**src/rtl/control_cmd_dispatch_pkg.sv**
```systemverilog
// Opcode table, slot lookup and dispatch FSM state type shared by the command front end.
// Pure declarations: no latency, no flow control.
package cmd;
    typedef logic [7:0] opcode_t;

    localparam int      NUM_OPCODES    = 4;
    localparam opcode_t OPC_NOP        = 8'h00;
    localparam opcode_t OPC_READPIXEL  = 8'h50;
    localparam opcode_t OPC_READROW    = 8'h52;
    localparam opcode_t OPC_FILLRECT   = 8'h46;
    localparam opcode_t OPC_BRIGHTNESS = 8'h54;

    // Slot index is the position in this table.
    localparam opcode_t OPCODE_TABLE [NUM_OPCODES] = '{
        OPC_READPIXEL, OPC_READROW, OPC_FILLRECT, OPC_BRIGHTNESS
    };

    typedef struct packed {
        logic       vld;
        logic [1:0] slot;
    } slot_lookup_t;

    function automatic slot_lookup_t opcode_to_slot(input opcode_t opc);
        slot_lookup_t r;
        r = '0;
        for (int i = 0; i < NUM_OPCODES; i++) begin
            if (OPCODE_TABLE[i] == opc) begin
                r.vld  = 1'b1;
                r.slot = 2'(i);
            end
        end
        return r;
    endfunction
endpackage

package types;
    typedef enum logic [0:0] {
        ST_IDLE   = 1'b0,
        ST_ACTIVE = 1'b1
    } dispatch_state_t;
endpackage

```
**src/rtl/control_cmd_dispatch.sv**
```systemverilog
// Decodes the leading opcode byte and forwards payload bytes to the selected sub-command until done.
// Latency: 1 clk from rx_valid to subcmd_enable / status pulses. No backpressure: every rx byte is consumed.
// Optional inter-byte timeout abort when CMD_TIMEOUT_EN is defined.
module control_cmd_dispatch
    import cmd::*;
    import types::*;
#(
    parameter int NUM_SUBCMDS    = 4,
    parameter int MAX_CMD_BYTES  = 1024,
    parameter int TIMEOUT_CYCLES = 65535
) (
    input  logic                   clk,
    input  logic                   reset,
    input  logic [7:0]             rx_data,
    input  logic                   rx_valid,
    output logic [7:0]             subcmd_data,
    output logic [NUM_SUBCMDS-1:0] subcmd_enable,
    input  logic [NUM_SUBCMDS-1:0] subcmd_done,
    output logic                   subcmd_abort,
    output logic                   busy,
    output logic                   cmd_done,
    output logic                   err_opcode,
    output logic                   err_abort
);
    localparam int SEL_W = (NUM_SUBCMDS > 1) ? $clog2(NUM_SUBCMDS) : 1;
    localparam int CNT_W = $clog2(MAX_CMD_BYTES + 1);

    dispatch_state_t  r_state;
    logic [SEL_W-1:0] r_sel;
    logic [CNT_W-1:0] r_cnt;

    slot_lookup_t w_lookup;
    logic         w_active;
    logic         w_known;
    logic         w_nop;
    logic         w_sel_done;
    logic         w_decode;
    logic         w_payload;
    logic         w_overflow;
    logic         w_timeout;

    assign w_lookup   = opcode_to_slot(rx_data);
    assign w_nop      = (rx_data == OPC_NOP);
    assign w_known    = w_lookup.vld && (int'(w_lookup.slot) < NUM_SUBCMDS);
    assign w_active   = (r_state == ST_ACTIVE);
    assign w_sel_done = w_active && subcmd_done[r_sel];
    // A byte landing with the completion is the next opcode, not payload.
    assign w_decode   = rx_valid && (!w_active || w_sel_done);
    assign w_payload  = rx_valid && w_active && !w_sel_done;
    assign w_overflow = w_payload && (r_cnt == CNT_W'(MAX_CMD_BYTES));

`ifdef CMD_TIMEOUT_EN
    localparam int TMR_W = $clog2(TIMEOUT_CYCLES + 1);
    logic [TMR_W-1:0] r_timer;

    always_ff @(posedge clk or negedge reset) begin
        if (!reset) begin
            r_timer <= '0;
        end else if (!w_active || rx_valid) begin
            r_timer <= '0;
        end else begin
            r_timer <= r_timer + TMR_W'(1);
        end
    end

    assign w_timeout = w_active && !w_sel_done && !rx_valid &&
                       (r_timer == TMR_W'(TIMEOUT_CYCLES - 1));
`else
    logic w_unused_timeout;
    assign w_unused_timeout = (TIMEOUT_CYCLES != 0);
    assign w_timeout        = 1'b0;
`endif

    assign busy = w_active;

    always_ff @(posedge clk or negedge reset) begin
        if (!reset) begin
            r_state       <= ST_IDLE;
            r_sel         <= '0;
            r_cnt         <= '0;
            subcmd_data   <= '0;
            subcmd_enable <= '0;
            subcmd_abort  <= 1'b0;
            cmd_done      <= 1'b0;
            err_opcode    <= 1'b0;
            err_abort     <= 1'b0;
        end else begin
            subcmd_enable <= '0;
            subcmd_abort  <= 1'b0;
            cmd_done      <= 1'b0;
            err_opcode    <= 1'b0;
            err_abort     <= 1'b0;

            if (w_sel_done) begin
                cmd_done <= 1'b1;
                r_state  <= ST_IDLE;
            end

            if (w_decode) begin
                if (!w_nop) begin
                    if (w_known) begin
                        r_state <= ST_ACTIVE;
                        r_sel   <= SEL_W'(w_lookup.slot);
                        r_cnt   <= '0;
                    end else begin
                        err_opcode <= 1'b1;
                    end
                end
            end else if (w_overflow || w_timeout) begin
                err_abort    <= 1'b1;
                subcmd_abort <= 1'b1;
                r_state      <= ST_IDLE;
            end else if (w_payload) begin
                subcmd_data          <= rx_data;
                subcmd_enable[r_sel] <= 1'b1;
                r_cnt                <= r_cnt + CNT_W'(1);
            end
        end
    end
endmodule

```
**config.mk**
```make
export PLATFORM = sky130hd
export DESIGN_NAME = control_cmd_dispatch
export DESIGN_NICKNAME = d
export VERILOG_FILES = /design/src/rtl/control_cmd_dispatch_pkg.sv /design/src/rtl/control_cmd_dispatch.sv
export SDC_FILE = /design/constraint.sdc
export NUM_CORES = 1
export LEC_CHECK = 0
export ABC_AREA = 1
export CORE_MARGIN = 2
export CORE_UTILIZATION = 54
export DETAILED_ROUTE_END_ITERATION = 7
export PLACE_DENSITY = 0.93
export SYNTH_ARGS = -nofsm -noshare
export SYNTH_HDL_FRONTEND = slang
export SYNTH_SLANG_ARGS = --single-unit
export TNS_END_PERCENT = 1
```
**constraint.sdc**
```tcl
create_clock -name clk -period 4.2 [get_ports clk]
set_input_delay 0.42 -clock clk [delete_from_list [all_inputs] [get_ports clk]]
set_output_delay 0.42 -clock clk [all_outputs]
set_load 0.02 [all_outputs]
```
### Yosys cells after proc, flatten, opt, wreduce, memory -nomap -nowiden

Cells that the tools add are included.

* register bits after elaboration: 29
* input port bits: 15
* output and inout port bits: 17
* logic and storage cells: 63

* $add $sub $neg: 1
* magnitude comparators: 2
* equality and inequality tests: 8
* muxes and demuxes: 27
* bitwise gates (word level): 3
* reductions and logical operators: 14

Operators with widths (count)
* $mux 11: 5
* $eq 7x8->1 const A: 4
* $mux 1: 13
* $mux 3: 4
* $mux 4: 3
* $add 11x1->11 const B: 1
* $eq 11x11->1 const B: 1
* $logic_not 8->1: 1
* $logic_and 1x1->1: 6
* $ne 2x2->1 const B: 3
* $reduce_and 3->1: 2
* $reduce_and 4->1: 1
* $lt 2x3->1 const B: 1
* $not 1->1: 3
* $bmux 1 s2: 1
* $demux 1 s2: 1
* $ge 2x1->1 const B: 1
* $logic_not 1->1: 2
* $reduce_bool 2->1: 1
* $logic_or 1x1->1: 1

### Logic depth before layout (Yosys ltp)

* depth after elaboration: 8
* gate-level depth with buffers: 11
* depth with buffers taken out: 10

### Least setup slack after synthesis

Ideal clock, no wire load.

* path type: reg2reg
* start: reg r_cnt[0]
* end: reg r_cnt[2]
* library setup time: 117 ps
* data arrival time: 1457 ps
* required time: 4083 ps
* slack: 2626 ps
* cell stages (with the launch flop): 11
* path buffers: 1
* clock period less this slack: 1574 ps
* cells stage by stage: dfrtp_1 -> inv_1 -> ha_1 -> nand2_1 -> nor3_1 -> nand4_1 -> nand2_2 -> buf_6 -> nand2_8 -> nand2_1 -> nand2_1

* cells in the longest elaborated chain, start to end: 4
* elaborated cells on any way between the ends: 8
* classes of those cells: add/sub: 1; eq/ne: 2; mux: 3; reduce/logical: 2

Ends and longest elaborated chain
* start, declared: RTL line control_cmd_dispatch.sv:30 `logic [CNT_W-1:0] r_cnt;`
* start signal, assigned: RTL line control_cmd_dispatch.sv:116 `r_cnt <= r_cnt + CNT_W'(1);`
* $add 11x1->11 or $eq 11x11->1 (tied branches): RTL line control_cmd_dispatch.sv:116, control_cmd_dispatch.sv:50
* $mux 11 or $logic_and 1x1->1 (tied branches): RTL line control_cmd_dispatch.sv:113, control_cmd_dispatch.sv:50
* $mux 11 or $ne 2x2->1 (tied branches)
* $mux 11 or $reduce_and 4->1 (tied branches)

Parallel ways exist; a longest one is shown, timed or not. The select of a mux whose other input is x is not followed.
A chain may end at the register's enable or synchronous reset.

### Final worst setup path

* start: reg r_cnt[0]
* end: reg r_cnt[8]

Same word-level chain as after synthesis.

==> metrics.txt <==
Power per Cell Area 355 mW/mm2; post-CTS setup buffers 0; CP required 4.42 ns; initial DRC count 60; Metal-1 WL 1410 um; sw frac 0.279; CTS Buffer Depth 2; post-synthesis simple-gate area fraction 0.378; cts repair resizes 0; ANT cells 0; Avg Vias per Cell 5.42; I/O pins 32; clock sink count 29; drt wl/cell 12.6 um; Vias 1448; CTS clock-pin slew for the worst setup and hold paths 0.10 ns; DIE HEIGHT 57.9 um; Startpoint Class flop; Synth Register Bits 29; row cnt 19; Final Hold Viols 0; CP Depth 9; largest incremental delay on the critical path 0.56 ns; Clock Skew 0.0134 ns; CTS H-tree depth 2; largest net degree at the start of global routing 31; highest clock rate 478 MHz; post-route ant nets 0; dpl hpwl 2450 um; setup_tns 0 ns; initial antenna violation count 0; Cells after Synth 202; DR WL met3 175 um; HP Class in -> async; crit end category flop; vias in the first global route 1419; master of the slowest instance on the critical path nand2_2; RSZ-0062 raised after global routing no; # hold bufs at CTS 0; die width 57.9 um; main combinational cell family by area after synthesis simple AND/OR/NAND/NOR gates; Hold Slack 0.460 ns; Static Leak 0.939 nW; Mean Syn Cell Area 7.77 um2; buffers and inverters on the worst path 1; Synthesized Nets 219; drt pass-1 iters 4; critical path arrival 2.31 ns; GPL Wtd Cong 0.880; Max VDD drop 0.000308 V; Reg2Reg Depth 9; net switching power 194 uW; Synthesis Warnings 0; highest metal used met4; first-pass GRT wire length 6180 um; CP top delay family simple AND/OR/NAND/NOR gates; Clock Latency Late Sink 0.33 ns; Worst-Margin Slew 0.605 ns; metal2 WL 1680 um; Max Cap Violations 0; Synth Cell Area 0.00157 mm2; Root Buffer clkbuf_4; fin crit period 2.09 ns; clock network fraction of total power 0.346; unique cell type count in the Yosys netlist 22; Starting Density 0.569; remaining global-route overflow 0; wirelength, routed 3350 um; Worst slew margin 0.595; Final Util 0.713; layout cell share with drive strength beyond 1 0.0720; GRT Resource Usage Total 0.241; Core ar. 0.00276 mm2; total CTS buffers 5; Slew Viols, Final 0; crit share post-route 0.498; CTS tree done; post-synthesis compound-gate area fraction 0.0335; Post-Synth Adder-Cell Area 0.0159; most common cell after layout, fill and taps aside nand2_1; NumNets Final 252; worst setup path class reg -> reg; # DRC 0; Logic pwr share 0.191; CP Cell Sequence inv_1, ha_1, nand2_1, nor3_1, nand4_1, nand2_2, nand2_8, nand2_1, nand2_1; FILL cells 225; part of the Yosys area used for sequential elements 0.463; register share of total power 0.463; Port Buffers 31; Final setup viols 0; internal power 503 uW; DIE AREA 0.00335 mm2; Post-Synth XOR/XNOR Area 0.0391; post-synthesis mux area share 0; most frequent cells in the layout nand2_1 (66), clkdlybuf4s50_1 (31), dfrtp_1 (29), nor2_1 (23), nand3_1 (20); Layout Area Growth over Synthesis 25.4%; run status complete, no violations; Crit Path Max Fanout 30; most frequent CP cell nand2_1
path summary, 6_finish.rpt:
kind | start | endpoint | slack [ns]
min in group clk | subcmd_data[2]$_DFFE_PN0P_ | subcmd_data[2]$_DFFE_PN0P_ | 0.49
max | r_cnt[0]$_DFFE_PN0P_ | r_cnt[8]$_DFFE_PN0P_ | 2.11
min | reset | r_sel[1]$_DFFE_PN0P_ | 0.46
max reg2reg | r_cnt[0]$_DFFE_PN0P_ | r_cnt[8]$_DFFE_PN0P_ | 2.11
max in group asynchronous | reset | r_cnt[4]$_DFFE_PN0P_ | 3.47
min reg2reg | subcmd_data[2]$_DFFE_PN0P_ | subcmd_data[2]$_DFFE_PN0P_ | 0.49
cells in the mapped netlist (all sizes together):
| master | count | share of area |
|---|---|---|
| a211oi | 1 | 0.0048 |
| buf | 6 | 0.030 |
| dfrtp | 29 | 0.46 |
| ha | 2 | 0.016 |
| inv | 17 | 0.041 |
| nand2 | 70 | 0.18 |
| nand3 | 22 | 0.081 |
| nand4 | 5 | 0.020 |
| nor2 | 24 | 0.062 |
| nor3 | 10 | 0.032 |
| o21ai | 9 | 0.029 |
| xnor2 | 4 | 0.022 |
| xor2 | 3 | 0.017 |
per-layer routing:
metal,up-vias,global-route usage
li1,710,-
met2,46,0.407
met3,11,0.0714
met5,-,0
met4,0,0.0897
met1,681,0.290
flip-flops by register name, indices dropped and copies added, names as in the netlist:
signal and cells:
subcmd_enable 4, cmd_done 1, r_cnt 11, busy 1
subcmd_data 8, r_sel 2, err_abort 1, err_opcode 1
power groups by stage:
stage / Sequential [mW] / Clock, mW / Combinational [mW]
after floorplan: 0.346 / 0 / 0.0461
after global placement: 0.327 / 0 / 0.129
after detailed placement: 0.327 / 0 / 0.133
after CTS: 0.323 / 0.245 / 0.134
after global routing: 0.327 / 0.259 / 0.147
final: 0.323 / 0.241 / 0.133
logic make-up (layout without fill, tap and decap cells):
family	count (synthesis)	in the layout
flip-flops	29	29
AND/OR/NAND/NOR	131	131
buffers and inverters	23	57
adder cells (fa/ha/maj)	2	2
XOR/XNOR	7	7
AO/OA/AOI/OAI	10	10
worst reg2reg max path, cell delays in order (launching register included):
cell	delay, ns
dfrtp_1	0.46
inv_1	0.11
ha_1	0.15
nand2_1	0.05
nor3_1	0.13
nand4_1	0.26
nand2_2	0.56
nand2_8	0.12
nand2_1	0.08
nand2_1	0.05
cell type report:
class | count | area (um2) | share of cell area
multi-input combinational | 150 | 732 | 0.372
sequential | 29 | 726 | 0.369
timing repair buffer | 32 | 318 | 0.162
inverter | 17 | 63.8 | 0.0324
clock buffer | 6 | 51.3 | 0.0261
tap | 31 | 38.8 | 0.0197
clock inverter | 2 | 37.5 | 0.0191
through the flow:
stage / std cells / power (mW) / setup WS (ns) / area [um2]
CTS: 267 / 0.702 / 2.14 / 1970
finish: 267 / 0.698 / 2.11 / 1970
global placement: 259 / 0.456 / 2.12 / 1880
floorplan: 202 / 0.392 / 2.63 / 1570
detailed placement: 259 / 0.461 / 2.07 / 1880
global route: 267 / 0.732 / 1.88 / 1970
Power figures use the tool's default switching activity.
